## src/rtl/mbist_pkg.sv

```systemverilog
// Shared definitions for the MBIST response-analysis stage: FSM states,
// fail counter limit, log entry layout and March element numbering.
package mbist_pkg;

  typedef enum logic [1:0] {
    IDLE   = 2'd0,
    ACTIVE = 2'd1,
    DONE   = 2'd2
  } state_t;

  localparam int FAIL_CNT_MAX = 255;

  // Log entry is {elem, addr, syndrome}; syndrome sits at bit 0.
  localparam int ELEM_W   = 3;
  localparam int SYND_LSB = 0;

  // March C- element numbering, shared with the controller.
  typedef enum logic [ELEM_W-1:0] {
    M0_W0   = 3'd0,
    M1_R0W1 = 3'd1,
    M2_R1W0 = 3'd2,
    M3_R0W1 = 3'd3,
    M4_R1W0 = 3'd4,
    M5_R0   = 3'd5
  } march_elem_t;

endpackage

```

## src/rtl/mbist_fail_logger_if.sv

```systemverilog
// Compare strobe from the MBIST controller and the fail-log readout port.
interface mbist_fail_logger_if
  import mbist_pkg::*;
#(
  parameter int AWIDTH = 4,
  parameter int DWIDTH = 8
);
  // Handshake: cmp_valid has no ready, every strobe is consumed in the cycle it
  // is high; log_rd_en pops the head entry only when log_empty is low.
  logic                            cmp_valid;
  logic [ELEM_W-1:0]               cmp_elem;
  logic [AWIDTH-1:0]               cmp_addr;
  logic [DWIDTH-1:0]               cmp_exp;
  logic [DWIDTH-1:0]               cmp_act;
  logic                            log_rd_en;
  logic                            log_empty;
  logic [ELEM_W+AWIDTH+DWIDTH-1:0] log_dout;

  modport master (
    output cmp_valid, cmp_elem, cmp_addr, cmp_exp, cmp_act, log_rd_en,
    input  log_empty, log_dout
  );

  modport slave (
    input  cmp_valid, cmp_elem, cmp_addr, cmp_exp, cmp_act, log_rd_en,
    output log_empty, log_dout
  );
endinterface

```

## src/rtl/mbist_log_fifo.sv

```systemverilog
// Synchronous first-word-fall-through FIFO with pointer-plus-count tracking.
// A pop on an empty FIFO is ignored; a push on a full FIFO only lands when a pop frees a slot.
module mbist_log_fifo #(
  parameter int WIDTH = 15,
  parameter int DEPTH = 4
) (
  input  logic             clk,
  input  logic             rst,
  input  logic             clr,
  input  logic             push,
  input  logic             pop,
  input  logic [WIDTH-1:0] din,
  output logic [WIDTH-1:0] dout,
  output logic             full,
  output logic             empty
);
  localparam int PW = $clog2(DEPTH);

  logic [WIDTH-1:0] mem [DEPTH];
  logic [PW-1:0]    wr_ptr;
  logic [PW-1:0]    rd_ptr;
  logic [PW-1:0]    rd_nxt;
  logic [PW:0]      count;
  logic             push_ok;
  logic             pop_ok;

  assign full    = (count == (PW+1)'(DEPTH));
  assign empty   = (count == '0);
  assign pop_ok  = pop && !empty;
  assign push_ok = push && (!full || pop);
  assign rd_nxt  = rd_ptr + 1'b1;

  always_ff @(posedge clk) begin
    if (rst || clr) begin
      wr_ptr <= '0;
      rd_ptr <= '0;
      count  <= '0;
      dout   <= '0;
    end else begin
      if (push_ok) begin
        mem[wr_ptr] <= din;
        wr_ptr      <= wr_ptr + 1'b1;
      end
      if (pop_ok) begin
        rd_ptr <= rd_nxt;
      end
      case ({push_ok, pop_ok})
        2'b10:   count <= count + 1'b1;
        2'b01:   count <= count - 1'b1;
        default: count <= count;
      endcase
      // Head register: follow the next stored word, or the incoming word when it becomes the head.
      if (pop_ok) begin
        if (count > (PW+1)'(1)) begin
          dout <= mem[rd_nxt];
        end else if (push_ok) begin
          dout <= din;
        end
      end else if (push_ok && empty) begin
        dout <= din;
      end
    end
  end
endmodule

```

## src/rtl/mbist_fail_logger.sv

```systemverilog
// MBIST response analyser: compares read data against the March pattern,
// tracks fail/count/overflow, logs failing accesses and reports the verdict.
module mbist_fail_logger
  import mbist_pkg::*;
#(
  parameter int AWIDTH    = 4,
  parameter int DWIDTH    = 8,
  parameter int LOG_DEPTH = 4
) (
  input  logic                clk,
  input  logic                rst,
  input  logic                test_mode,
  input  logic                bist_done,
  mbist_fail_logger_if.slave  bus,
  output logic                fail,
  output logic [7:0]          fail_count,
  output logic                overflow,
  output logic                session_done,
  output logic                pass,
  output state_t              state
);
  localparam int LOG_W = ELEM_W + AWIDTH + DWIDTH;

  logic              tm_q;
  logic [DWIDTH-1:0] syndrome;
  logic              mism;
  logic              start;
  logic              log_full;
  logic [LOG_W-1:0]  entry;

  assign syndrome = bus.cmp_exp ^ bus.cmp_act;
  assign mism     = (state == ACTIVE) && bus.cmp_valid && (syndrome != '0);
  assign start    = (state == IDLE) && test_mode && !tm_q;
  assign entry    = {bus.cmp_elem, bus.cmp_addr, syndrome};

  mbist_log_fifo #(
    .WIDTH (LOG_W),
    .DEPTH (LOG_DEPTH)
  ) u_log (
    .clk   (clk),
    .rst   (rst),
    .clr   (start),
    .push  (mism),
    .pop   (bus.log_rd_en),
    .din   (entry),
    .dout  (bus.log_dout),
    .full  (log_full),
    .empty (bus.log_empty)
  );

  always_ff @(posedge clk) begin
    if (rst) begin
      state        <= IDLE;
      tm_q         <= 1'b0;
      fail         <= 1'b0;
      fail_count   <= '0;
      overflow     <= 1'b0;
      session_done <= 1'b0;
      pass         <= 1'b0;
    end else begin
      tm_q <= test_mode;
      case (state)
        IDLE: begin
          if (start) begin
            state      <= ACTIVE;
            fail       <= 1'b0;
            fail_count <= '0;
            overflow   <= 1'b0;
          end
        end
        ACTIVE: begin
          if (mism) begin
            fail <= 1'b1;
            if (fail_count != 8'(FAIL_CNT_MAX)) begin
              fail_count <= fail_count + 1'b1;
            end
            // A pop in the same cycle frees the slot, so nothing is dropped then.
            if (log_full && !bus.log_rd_en) begin
              overflow <= 1'b1;
            end
          end
          if (!test_mode) begin
            state <= IDLE;
          end else if (bist_done) begin
            state        <= DONE;
            session_done <= 1'b1;
            pass         <= !(fail || mism);
          end
        end
        DONE: begin
          if (!test_mode) begin
            state        <= IDLE;
            session_done <= 1'b0;
            pass         <= 1'b0;
          end
        end
        default: state <= IDLE;
      endcase
    end
  end
endmodule

```

## src/flat_wrapper.sv

```systemverilog
// flat-port wrapper written by rule: the top's interface ports become plain ports
module mbist_fail_logger_flat import mbist_pkg::*;
#(
  parameter int AWIDTH    = 4,
  parameter int DWIDTH    = 8,
  parameter int LOG_DEPTH = 4
)
  (clk, rst, test_mode, bist_done, fail, fail_count, overflow, session_done, pass, state, bus_cmp_valid, bus_cmp_elem, bus_cmp_addr, bus_cmp_exp, bus_cmp_act, bus_log_rd_en, bus_log_empty, bus_log_dout);
  mbist_fail_logger_if #(.AWIDTH(AWIDTH), .DWIDTH(DWIDTH)) bus_i ();
  input  logic clk;
  input  logic rst;
  input  logic test_mode;
  input  logic bist_done;
  output logic fail;
  output logic [7:0] fail_count;
  output logic overflow;
  output logic session_done;
  output logic pass;
  output state_t state;
  input wire logic [$bits(bus_i.cmp_valid)-1:0] bus_cmp_valid;
  input wire logic [$bits(bus_i.cmp_elem)-1:0] bus_cmp_elem;
  input wire logic [$bits(bus_i.cmp_addr)-1:0] bus_cmp_addr;
  input wire logic [$bits(bus_i.cmp_exp)-1:0] bus_cmp_exp;
  input wire logic [$bits(bus_i.cmp_act)-1:0] bus_cmp_act;
  input wire logic [$bits(bus_i.log_rd_en)-1:0] bus_log_rd_en;
  output wire logic [$bits(bus_i.log_empty)-1:0] bus_log_empty;
  output wire logic [$bits(bus_i.log_dout)-1:0] bus_log_dout;
  assign bus_i.cmp_valid = bus_cmp_valid;
  assign bus_i.cmp_elem = bus_cmp_elem;
  assign bus_i.cmp_addr = bus_cmp_addr;
  assign bus_i.cmp_exp = bus_cmp_exp;
  assign bus_i.cmp_act = bus_cmp_act;
  assign bus_i.log_rd_en = bus_log_rd_en;
  assign bus_log_empty = bus_i.log_empty;
  assign bus_log_dout = bus_i.log_dout;
  mbist_fail_logger #(.AWIDTH(AWIDTH), .DWIDTH(DWIDTH), .LOG_DEPTH(LOG_DEPTH)) u_core (.clk(clk), .rst(rst), .test_mode(test_mode), .bist_done(bist_done), .bus(bus_i), .fail(fail), .fail_count(fail_count), .overflow(overflow), .session_done(session_done), .pass(pass), .state(state));
endmodule
```

## config.mk

```make
export PLATFORM = sky130hd
export DESIGN_NAME = mbist_fail_logger_flat
export DESIGN_NICKNAME = d
export VERILOG_FILES = /design/src/rtl/mbist_pkg.sv /design/src/rtl/mbist_fail_logger_if.sv /design/src/rtl/mbist_log_fifo.sv /design/src/rtl/mbist_fail_logger.sv /design/src/flat_wrapper.sv
export SDC_FILE = /design/constraint.sdc
export NUM_CORES = 1
export LEC_CHECK = 0
export CAP_MARGIN = 25
export CELL_PAD_IN_SITES_DETAIL_PLACEMENT = 0
export CELL_PAD_IN_SITES_GLOBAL_PLACEMENT = 1
export CORE_ASPECT_RATIO = 1.5
export CORE_MARGIN = 3
export CORE_UTILIZATION = 25
export CTS_BUF_LIST = sky130_fd_sc_hd__clkbuf_8
export DETAILED_ROUTE_END_ITERATION = 16
export PLACE_DENSITY_LB_ADDON = 0.25
export SLEW_MARGIN = 20
export SYNTH_ARGS = -nofsm -noshare
export SYNTH_HDL_FRONTEND = slang
export SYNTH_SLANG_ARGS = --single-unit
```

## constraint.sdc

```tcl
create_clock -name clk -period 2.4 [get_ports clk]
set_input_delay 0.24 -clock clk [delete_from_list [all_inputs] [get_ports clk]]
set_output_delay 0.24 -clock clk [all_outputs]
set_load 0.01 [all_outputs]
```

==> results.md <==
* Status: complete, no violations
* CP Launch Type: flop
* CTS tree: done
* Post-route clock period utilization at 0.933
* DR vias at 2875
* Worst Tran Pin Value at approximately 0.7 ns
* Most used DFF post-synth: edfxtp_1
* Crit path max-delay family: simple AND/OR/NAND/NOR gates
* Layout Utilization at 0.345
* Worst EP arrival at 2.53 ns
* Syn nets at 361
* Synth unique cells at 47
* Max Slew Vio Count at 0
* Row cnt at 58
* Post-Synthesis Cells at 323
* H-tree depth at 3
* Worst reg2reg setup slack at 0.16 ns
* Period minus WS final at 2.24 ns
* Avg Synthesized Cell Area at 13.5 µm²
* Clock Tree Root: clkbuf_8
* Drt pass-1 iters at 4
* DRT Wirelength at approximately 10000 µm
* Hold crit path type: in2reg
* Area Overhead vs Synth at 33.9%
* CP startpoint: u_core.u_log.count[1]$_SDFFE_PP0P_
* CP max-delay cell: dfxtp_2
* Power Dens Cells at 586 mW/mm²
* Max-Cap Viols at 0
* Fillers at 1680
* Clock buffer depth at 2
* DRC viols at 0
* Clock Skews at 0.0143 ns
* First-pass GRT wire length at about 16000 µm
* Non-Filler Instances at approximately 640
* DP Wirelength at 7200 µm
* Die span in y at 168 µm
* RSZ-0062 raised after global routing: false
* ANT cells at 0
* Largest net degree at the start of global routing at 24
* Layout cells sized above 1 at 0.272
* Number of vias per cell at 4.51
* CP max FO at 7
* Initial Utilization at 0.258
* CP Capture Type: flop
* Cts bufs inserted at 9
* Number of cells on the critical path at 11
* GP Congestion at 0.761
* Pleak at 2.16 nW
* Worst r2r path cells at 11
* All-Layer GR Usage at 0.109
* Post-DR wirelength/cell at 16.3 µm
* Initial drt markers at 94
* Clock slew at reported path FFs at 0.10 ns
* Required time worst endpoint at 2.69 ns
* Final Net Count at 460
* Setup WS pre-CTS at -0.376 ns
* WS Path Type: reg2reg
* Asr flop ratio synth at 0
* CORE AREA at about 0.017 mm²
* Rel. slew slack at 0.541
* Min-delay src: bus_cmp_act[5]
* Clock Latency Late Sink at between 0.3 and 0.4 ns
* Netlist Area Pre-Place at 0.00436 mm²
* Final Hold Vio Count at 0
* Seq/Total Area, Yosys at 0.584
* Clk sink count at 97
* Routed Antenna Nets at 0
* Highest clock rate at 447 MHz
* Worst path cell trace: inv_2 > ha_4 > nand3b_1 > o211ai_1 > ha_2 > nor3b_4 > nor3_2 > o211a_4 > or2_4 > clkbuf_16 > a211oi_2
* R2R Path End: u_core.u_log.dout[7]$_SDFFE_PP0P_
* Initial antenna violation count at 0
* Vias in the first global route at 3064
* Critical path endpoint: u_core.u_log.dout[7]$_SDFFE_PP0P_
* Final Instance Area at slightly below 0.006 mm²
* Setup Viol. Count Final at 0
* Final setup margin at roughly 0.16 ns
* Placed insts at 613
* Io pins at 59
* Die ar. at 0.0191 mm²
* CTS Hold Bufs at 0
* GRT overflow at 0
* WP buf/inv at 2
* Port Buffer Count at 58
* Setup TNS at 0 ns
* Largest stage delay, worst path at 0.37 ns
* Dpl cell area at 0.00547 mm²
* Die width at about 110 µm
* Post-synth EDFFs at 60
* Worst IR Drop VDD at 0.259 mV
* Ys Warns at 0
* Worst flop-to-flop path startpoint: u_core.u_log.count[1]$_SDFFE_PP0P_
* #FFs+latches synth at 97
-- what timing repair did --
item,CTS,global route
endpoints found under the setup margin,15,15
gates cloned,0,1
hold endpoints to repair,0,0
pin swaps,0,13
setup buffers,0,7
gates resized for setup,1,28
-- cell type report --
| cell class | instances | area [µm²] | share of cell area |
|---|---|---|---|
| Clock buffer | 10 | 138 | 0.0236 |
| Clock inverter | 6 | 53.8 | 0.00922 |
| Inverter | 16 | 60.1 | 0.0103 |
| Multi-Input combinational cell | 195 | 1740 | 0.298 |
| Sequential cell | 97 | 2540 | 0.436 |
| Tap cell | 210 | 263 | 0.0450 |
| Timing Repair Buffer | 103 | 1040 | 0.178 |
-- cell usage in the layout, fill, tap and decap left out, types with 14 or more instances in the layout --
cell,synthesis,routed
nor2_1,16,16
nand2_1,16,16
inv_1,16,14
dfxtp_1,37,36
mux4_2,15,15
dlymetal6s2s_1,0,16
a211oi_2,10,14
nor3_1,19,18
buf_4,0,39
clkdlybuf4s50_1,0,42
o21ai_0,21,21
edfxtp_1,60,60
-- cell families (layout without fill, tap and decap cells) --
kind of cell	after synthesis	after routing	synth area share
flops	97	97	0.584
simple gates	84	84	0.103
compound gates	63	63	0.109
buf+inv	31	135	0.0333
mux	25	25	0.101
xor+xnor	14	14	0.0445
fa+ha+maj	9	9	0.0258
-- state kept, by name, summed over array words and instances, names as in the netlist --
register,count
u_core.state,2
u_core.u_log.count,3
u_core.pass,1
u_core.u_log.mem,60
u_core.u_log.dout,15
u_core.u_log.rd_ptr,2
u_core.fail_count,8
u_core.tm_q,1
u_core.u_log.wr_ptr,2
u_core.overflow,1
u_core.fail,1
u_core.session_done,1
-- worst min path at each step --
| stage | end | slack (ns) | cells past startpoint |
|---|---|---|---|
| final | u_core.u_log.mem[1][5]$_DFFE_PP_ | 0.41 | 4 |
| after global routing | u_core.u_log.mem[2][5]$_DFFE_PP_ | 0.43 | 4 |
| after CTS | u_core.overflow$_SDFFE_PP0P_ | 0.50 | 1 |
| after detailed placement | u_core.overflow$_SDFFE_PP0P_ | 0.47 | 1 |
| after global placement | u_core.overflow$_SDFFE_PP0P_ | 0.46 | 1 |
| after floorplan | u_core.fail_count[1]$_SDFFE_PP0P_ | 0.31 | 1 |
-- per-stage QoR --
step | total power [W] | hold WS, ns
after floorplan | 0.00214 | 0.309
after global placement | 0.00237 | 0.464
after detailed placement | 0.00237 | 0.468
after CTS | 0.00343 | 0.501
after global routing | 0.00360 | 0.434
final | 0.00342 | 0.411
-- power breakdown --
group	leakage, nW	total, W	internal (W)	switching, W
registers	0.840	0.00184	0.00181	0.0000283
logic	1.22	0.000539	0.000278	0.000261
clock network	0.0962	0.00104	0.000428	0.000614
total	2.16	0.00342	0.00252	0.000903
-- synthesized netlist by cell type (3+ instances only) --
cell       n  share of area
edfxtp_1  60           0.41
dfxtp_1   37           0.17
o21ai_0   21          0.024
nor3_1    19          0.022
inv_1     16          0.014
nand2_1   16          0.014
nor2_1    16          0.014
mux4_2    15          0.078
a211oi_2  10          0.029
mux2i_1   10          0.023
ha_1       9          0.026
buf_2      8         0.0092
a211oi_1   7          0.012
xnor2_2    7          0.026
and2_1     6         0.0086
nand3_1    6         0.0069
clkbuf_1   5         0.0043
nor2b_1    4         0.0057
o21a_1     4         0.0069
xor2_1     4         0.0080
a21oi_1    3         0.0034
a31oi_1    3         0.0043
nand2b_1   3         0.0043
o311ai_0   3         0.0060
-- per-layer routing --
metal | GRT usage | part of all wire | up-vias
li1 | - | - | 1410
met1 | 0.127 | 0.41 | 1400
met2 | 0.197 | 0.54 | 54
met3 | 0.0253 | 0.038 | 11
met4 | 0.0331 | 0.012 | 0
met5 | 0 | 0 | -
-- worst reg2reg max path, delay by kind of cell (launching register included) --
family | cells | cell delay, ns
AND/OR/NAND/NOR | 4 | 0.66
AO/OA/AOI/OAI | 3 | 0.48
adder cells (fa/ha/maj) | 2 | 0.39
flip-flops | 1 | 0.37
buffers and inverters | 2 | 0.28
No activity file was read; power rests on OpenSTA's default activity.
